===== src/rtl/dma_copy_ctrl.sv =====
// Byte-wise memory-to-memory copy engine behind an 8-byte CPU register window.
// Requests the shared RAM bus, then runs RD/WAIT/LATCH/WR per byte until LEN hits zero or ABORT.
module dma_copy_ctrl #(
  parameter int RD_LAT = 1,
  parameter int ADDR_W = 16
) (
  input  logic              clk_i,
  input  logic              rst_n_i,
  input  logic              cs_i,
  input  logic              R_W_n,
  input  logic [2:0]        addr_i,
  input  logic [7:0]        data_i,
  output logic [7:0]        data_o,
  output logic              bus_req_o,
  input  logic              bus_gnt_i,
  output logic [ADDR_W-1:0] mem_addr_o,
  output logic              mem_we_o,
  output logic [7:0]        mem_data_o,
  input  logic [7:0]        mem_data_i,
  output logic              irq_o
);

  typedef enum logic [2:0] {S_IDLE, S_REQ, S_RD, S_WAIT, S_LATCH, S_WR} state_t;

  localparam logic [1:0] WAIT_LAST = (RD_LAT > 1) ? 2'(RD_LAT - 2) : 2'd0;

  state_t            r_state, w_next;
  logic [ADDR_W-1:0] r_src, r_dst, r_last_addr;
  logic [15:0]       r_len;
  logic [7:0]        r_buf;
  logic [1:0]        r_wcnt;
  logic              r_src_fix, r_dst_fix, r_irq_en;
  logic              r_done, r_aborted, r_abort_pend, r_irq;

  logic w_wr, w_rd_stat, w_busy, w_cfg_wr, w_ctrl_wr, w_start, w_last, w_abort_wr;
  logic w_done_n, w_ab_n, w_irq_en_n;
  logic [ADDR_W-1:0] w_mem_addr;

  assign w_wr       = cs_i & ~R_W_n;
  assign w_rd_stat  = cs_i & R_W_n & (addr_i == 3'd7);
  assign w_busy     = (r_state != S_IDLE);
  assign w_cfg_wr   = w_wr & ~w_busy;
  assign w_ctrl_wr  = w_cfg_wr & (addr_i == 3'd6);
  assign w_start    = w_ctrl_wr & data_i[0];
  assign w_abort_wr = w_wr & w_busy & (addr_i == 3'd6) & data_i[7];
  assign w_last     = (r_len == 16'd1);

  always_ff @(posedge clk_i) begin
    if (!rst_n_i) r_state <= S_IDLE;
    else          r_state <= w_next;
  end

  always_comb begin
    w_next = r_state;
    case (r_state)
      S_IDLE:  if (w_start && r_len != 16'd0) w_next = S_REQ;
      S_REQ:   if (r_abort_pend) w_next = S_IDLE;
               else if (bus_gnt_i) w_next = S_RD;
      S_RD:    w_next = (RD_LAT == 1) ? S_LATCH : S_WAIT;
      S_WAIT:  if (r_wcnt == WAIT_LAST) w_next = S_LATCH;
      S_LATCH: w_next = S_WR;
      S_WR:    if (w_last || r_abort_pend) w_next = S_IDLE;
               else if (!bus_gnt_i) w_next = S_REQ;
               else w_next = S_RD;
      default: w_next = S_IDLE;
    endcase
  end

  // Status flag updates: a set event in the same edge as a STATUS read wins.
  always_comb begin
    w_done_n   = r_done & ~w_rd_stat;
    w_ab_n     = r_aborted & ~w_rd_stat;
    w_irq_en_n = w_ctrl_wr ? data_i[3] : r_irq_en;
    if (w_start) begin
      w_done_n = (r_len == 16'd0);
      w_ab_n   = 1'b0;
    end
    if (r_state == S_WR) begin
      if (w_last)            w_done_n = 1'b1;
      else if (r_abort_pend) w_ab_n   = 1'b1;
    end
    if (r_state == S_REQ && r_abort_pend) w_ab_n = 1'b1;
  end

  always_ff @(posedge clk_i) begin
    if (!rst_n_i) begin
      r_src        <= '0;
      r_dst        <= '0;
      r_len        <= '0;
      r_buf        <= '0;
      r_wcnt       <= '0;
      r_last_addr  <= '0;
      r_src_fix    <= 1'b0;
      r_dst_fix    <= 1'b0;
      r_irq_en     <= 1'b0;
      r_done       <= 1'b0;
      r_aborted    <= 1'b0;
      r_abort_pend <= 1'b0;
      r_irq        <= 1'b0;
    end else begin
      r_last_addr <= w_mem_addr;
      r_wcnt      <= (r_state == S_WAIT) ? r_wcnt + 2'd1 : 2'd0;
      r_done      <= w_done_n;
      r_aborted   <= w_ab_n;
      r_irq_en    <= w_irq_en_n;
      r_irq       <= (w_done_n | w_ab_n) & w_irq_en_n;

      if (w_cfg_wr) begin
        case (addr_i)
          3'd0: r_src[7:0]        <= data_i;
          3'd1: r_src[ADDR_W-1:8] <= data_i;
          3'd2: r_dst[7:0]        <= data_i;
          3'd3: r_dst[ADDR_W-1:8] <= data_i;
          3'd4: r_len[7:0]        <= data_i;
          3'd5: r_len[15:8]       <= data_i;
          3'd6: begin
            r_src_fix <= data_i[1];
            r_dst_fix <= data_i[2];
          end
          default: ;
        endcase
      end

      // A pending abort is dropped whenever the engine returns to idle.
      if (w_next == S_IDLE)  r_abort_pend <= 1'b0;
      else if (w_abort_wr)   r_abort_pend <= 1'b1;

      if (r_state == S_LATCH) r_buf <= mem_data_i;

      if (r_state == S_WR) begin
        if (!r_src_fix) r_src <= r_src + 1'b1;
        if (!r_dst_fix) r_dst <= r_dst + 1'b1;
        r_len <= r_len - 16'd1;
      end
    end
  end

  always_comb begin
    case (r_state)
      S_RD, S_WAIT, S_LATCH: w_mem_addr = r_src;
      S_WR:                  w_mem_addr = r_dst;
      default:               w_mem_addr = r_last_addr;
    endcase
  end

  always_comb begin
    case (addr_i)
      3'd0:    data_o = r_src[7:0];
      3'd1:    data_o = r_src[ADDR_W-1:8];
      3'd2:    data_o = r_dst[7:0];
      3'd3:    data_o = r_dst[ADDR_W-1:8];
      3'd4:    data_o = r_len[7:0];
      3'd5:    data_o = r_len[15:8];
      3'd7:    data_o = {4'b0, r_irq_en, r_aborted, r_done, w_busy};
      default: data_o = 8'h00;
    endcase
  end

  assign mem_addr_o = w_mem_addr;
  assign mem_we_o   = (r_state == S_WR);
  assign mem_data_o = r_buf;
  assign bus_req_o  = w_busy;
  assign irq_o      = r_irq;

endmodule


===== config.mk =====
export PLATFORM = sky130hd
export DESIGN_NAME = dma_copy_ctrl
export DESIGN_NICKNAME = d
export VERILOG_FILES = /design/src/rtl/dma_copy_ctrl.sv
export SDC_FILE = /design/constraint.sdc
export NUM_CORES = 1
export LEC_CHECK = 0
export CORE_MARGIN = 5
export CORE_UTILIZATION = 60
export DETAILED_ROUTE_END_ITERATION = 6
export PLACE_DENSITY = 0.8
export SLEW_MARGIN = 30
export SYNTH_ARGS = -nofsm -noshare
export SYNTH_HDL_FRONTEND = slang
export SYNTH_SLANG_ARGS = --single-unit

===== constraint.sdc =====
create_clock -name clk_i -period 3.1 [get_ports clk_i]
set_input_delay 0.465 -clock clk_i [delete_from_list [all_inputs] [get_ports clk_i]]
set_output_delay 0.465 -clock clk_i [all_outputs]
set_load 0.01 [all_outputs]

==> run_results.csv <==
group,metric,value,unit
timing,rsz0062_at_grt,"false",
logic_synthesis,synth_top_area_cell,"dfxtp_1",
critical_path,worstPathMaxFanout,11,
timing,fin_setup_tns,0,ps
timing,max-slew-margin-rel,0.604,
power_and_ir_drop,ir_worst_vdd,0.252,mV
timing,tightest_slew,593,ps
logic_synthesis,synth_area_per_cell,7.75,sq um
clocking,clk_latency,370,ps
detailed_routing,vias_per_cell,6.78,
critical_path,cp.arrival,2490,ps
floorplan,start_util,0.606,
layout,num_antenna_cells,0,
global_routing,grt_pass1_wl,27.8,mm
detailed_routing,vias,5578,
layout,layout_common_cells,"83 x dfxtp_1, 75 x nand2_1, 64 x nor2_1, 61 x a21oi_1, 58 x clkdlybuf4s50_1",
timing,fin_crit,2960,ps
clocking,clk_pin_slew,80,ps
detailed_routing,first_pass_iters,6,
global_routing,grt_usage,0.340,
layout,final_core_util,0.713,
timing,hold_viol,0,
clocking,cts-buffers-inserted,9,
clocking,cts_root_buf,"clkbuf_8",
floorplan,core,8590,sq um
detailed_routing,ant_nets,0,
timing,fin_crit_sh,0.954,
timing,report.final.setup_viol,0,
logic_synthesis,synthCells,672,
logic_synthesis,synth-seq-cells,84,
layout,drive_above_1_share,0.0867,
critical_path,required,2630,ps
detailed_routing,drt-initial-drc-count,557,
power_and_ir_drop,power_leakage,2.14,nW
detailed_routing,wl_per_cell,21.3,microns
global_routing,grt_pass1_vias,5219,
logic_synthesis,syn_nets,702,
critical_path,cp-end-kind,"primary output",
global_routing,antenna_found_initial,0,
logic_synthesis,synth_top_area_frac,0.323,
logic_synthesis,synth-main-ff-cell,"dfxtp_1",
place,dp.final_hpwl,12.3,mm
power_and_ir_drop,power_density,367,nW/um^2
min_path,worst_hold_path_type,"flop to flop",
clocking,post_cts_buffers,0,
layout,multiInputGateArea,3250,sq um
layout,syn_to_final_growth,17.6,%
floorplan,num_rows,34,
floorplan,die_w,103,microns
status,status,"complete, no violations",
layout,seq_area,1680,sq um
clocking,cts_tree,"done",
place,gp_congestion,0.950,
clocking,hold_buffers,0,
logic_synthesis,async_reset_ff_frac,0,
floorplan,die-area,10600,sq um
job,drv_cap,0,
logic_synthesis,synth_area_leaders,"dfxtp_1 32%, mux2i_1 6.9%, a21oi_1 5.9%, nand2_1 5.4%, nor2_1 4.7%",
critical_path,crit_type,"flop to primary output",
layout,final_common_cell,"dfxtp_1",
floorplan,fp.dieH,103,microns
timing,drv_slew,0,
logic_synthesis,synth_cell_types,65,
logic_synthesis,yosysSeqAreaShare,0.323,
place,placed_cells,808,
logic_synthesis,yosysWarnings,0,
clocking,clockBufferDepth,2,
clocking,clkSinkCount,84,
floorplan,io_pins,59,
timing,hold-worst-slack,436,ps
logic_synthesis,synthesis.area,5210,sq um
layout,nFillCells,704,
global_routing,grt_max_degree,37,
logic_synthesis,synth-edff-count,0,
timing,fmax,338,MHz
place,io_buffers,58,
layout,finalNetCount,741,
timing,finalClockSkew,9.22,ps
detailed_routing,drcViolationCount,0,
global_routing,overflow,0,
layout,final_cells,823,
critical_path,cp-start-kind,"flop",
detailed_routing,routed_wl,17.5,mm
clocking,cts_max_level,3,
cell families after synthesis:
logic type / after synthesis / synth area share
flip-flops: 84 / 0.323
buffers and inverters: 68 / 0.0529
multiplexers: 44 / 0.0959
AO/OA/AOI/OAI: 195 / 0.237
adder cells (fa/ha/maj): 6 / 0.0144
AND/OR/NAND/NOR: 275 / 0.277
final timing paths:
kind                    startpoint                   end  slack [ps]  cells after the start
max          r_state[1]$_SDFF_PN0_         mem_addr_o[9]         140                      5
max reg2reg  r_state[2]$_SDFF_PN0_   r_dst[6]$_SDFF_PN0_         710                      8
min reg2reg   r_wcnt[0]$_SDFF_PN0_  r_wcnt[0]$_SDFF_PN0_         440                      1
min           r_wcnt[0]$_SDFF_PN0_  r_wcnt[0]$_SDFF_PN0_         440                      1
critical path, stage by stage (launching register included):
cell	delay [ps]
dfxtp_1	600
nor3b_2	110
nor2_1	390
nor2_1	90
a211oi_1	340
clkdlybuf4s50_1	620
report_power, final:
part           internal [mW]  switching (mW)  total, mW
Sequential              1.09          0.0201       1.11
Combinational         0.0781           0.111      0.189
Clock                  0.534           0.421      0.955
Total                   1.70           0.552       2.25
metrics by stage:
step | setup slack, ps | total power, mW | instance area (sq um)
2_1_floorplan | 1010 | 1.22 | 5210
3_3_place_gp | 166 | 1.31 | 5880
3_5_place_dp | 133 | 1.31 | 5880
4_1_cts | 61.3 | 2.25 | 6120
5_1_grt | 36.7 | 2.32 | 6130
6_report | 144 | 2.25 | 6130
synth_stat cells, types with 3 or more instances:
cell type	count
o21a_1	3
a211oi_1	7
a31oi_1	15
nor2b_1	6
mux2_2	4
o211ai_1	20
a22oi_1	12
and2_1	26
nand3_1	31
a311oi_1	3
nand2_1	75
ha_1	6
inv_1	16
nor4_4	3
mux2i_1	36
o311ai_0	3
a32oi_1	6
or2_2	4
a21oi_1	61
mux4_2	3
clkbuf_1	32
or3_1	3
nor2_1	65
dfxtp_1	84
nor3_1	19
and3_1	6
o21ai_0	39
nand2b_1	4
buf_2	12
nand4_1	7
buf_1	5
o22ai_1	5
and4_1	7
nor3b_1	3
o221ai_1	3
final cells by class:
cell class,instances,area share
multi-input cells,520,0.531
inverters,17,0.0110
clock buffers,9,0.0202
well taps,108,0.0221
flip-flops and latches,84,0.275
repair buffers,79,0.123
clock inverters,6,0.0184
state kept, by name, indices dropped and copies added (netlist names):
signal	flops
r_aborted	1
r_src_fix	1
r_state	3
r_dst	16
irq_o	1
r_abort_pend	1
r_wcnt	2
r_last_addr	16
r_dst_fix	1
r_len	16
r_done	1
r_src	16
r_irq_en	1
mem_data_o	8
per-layer routing:
layer  track usage  wire length [microns]
met5             0                      0
met4         0.171                    837
met3        0.0494                   1770
met2         0.536                   7950
met1         0.453                   6960
timing repair:
item,4_1_cts,5_1_grt
hold endpoints to repair,0,0
setup endpoints to repair,0,3
gates resized for setup,0,3
(Power assumes the default switching activity.)
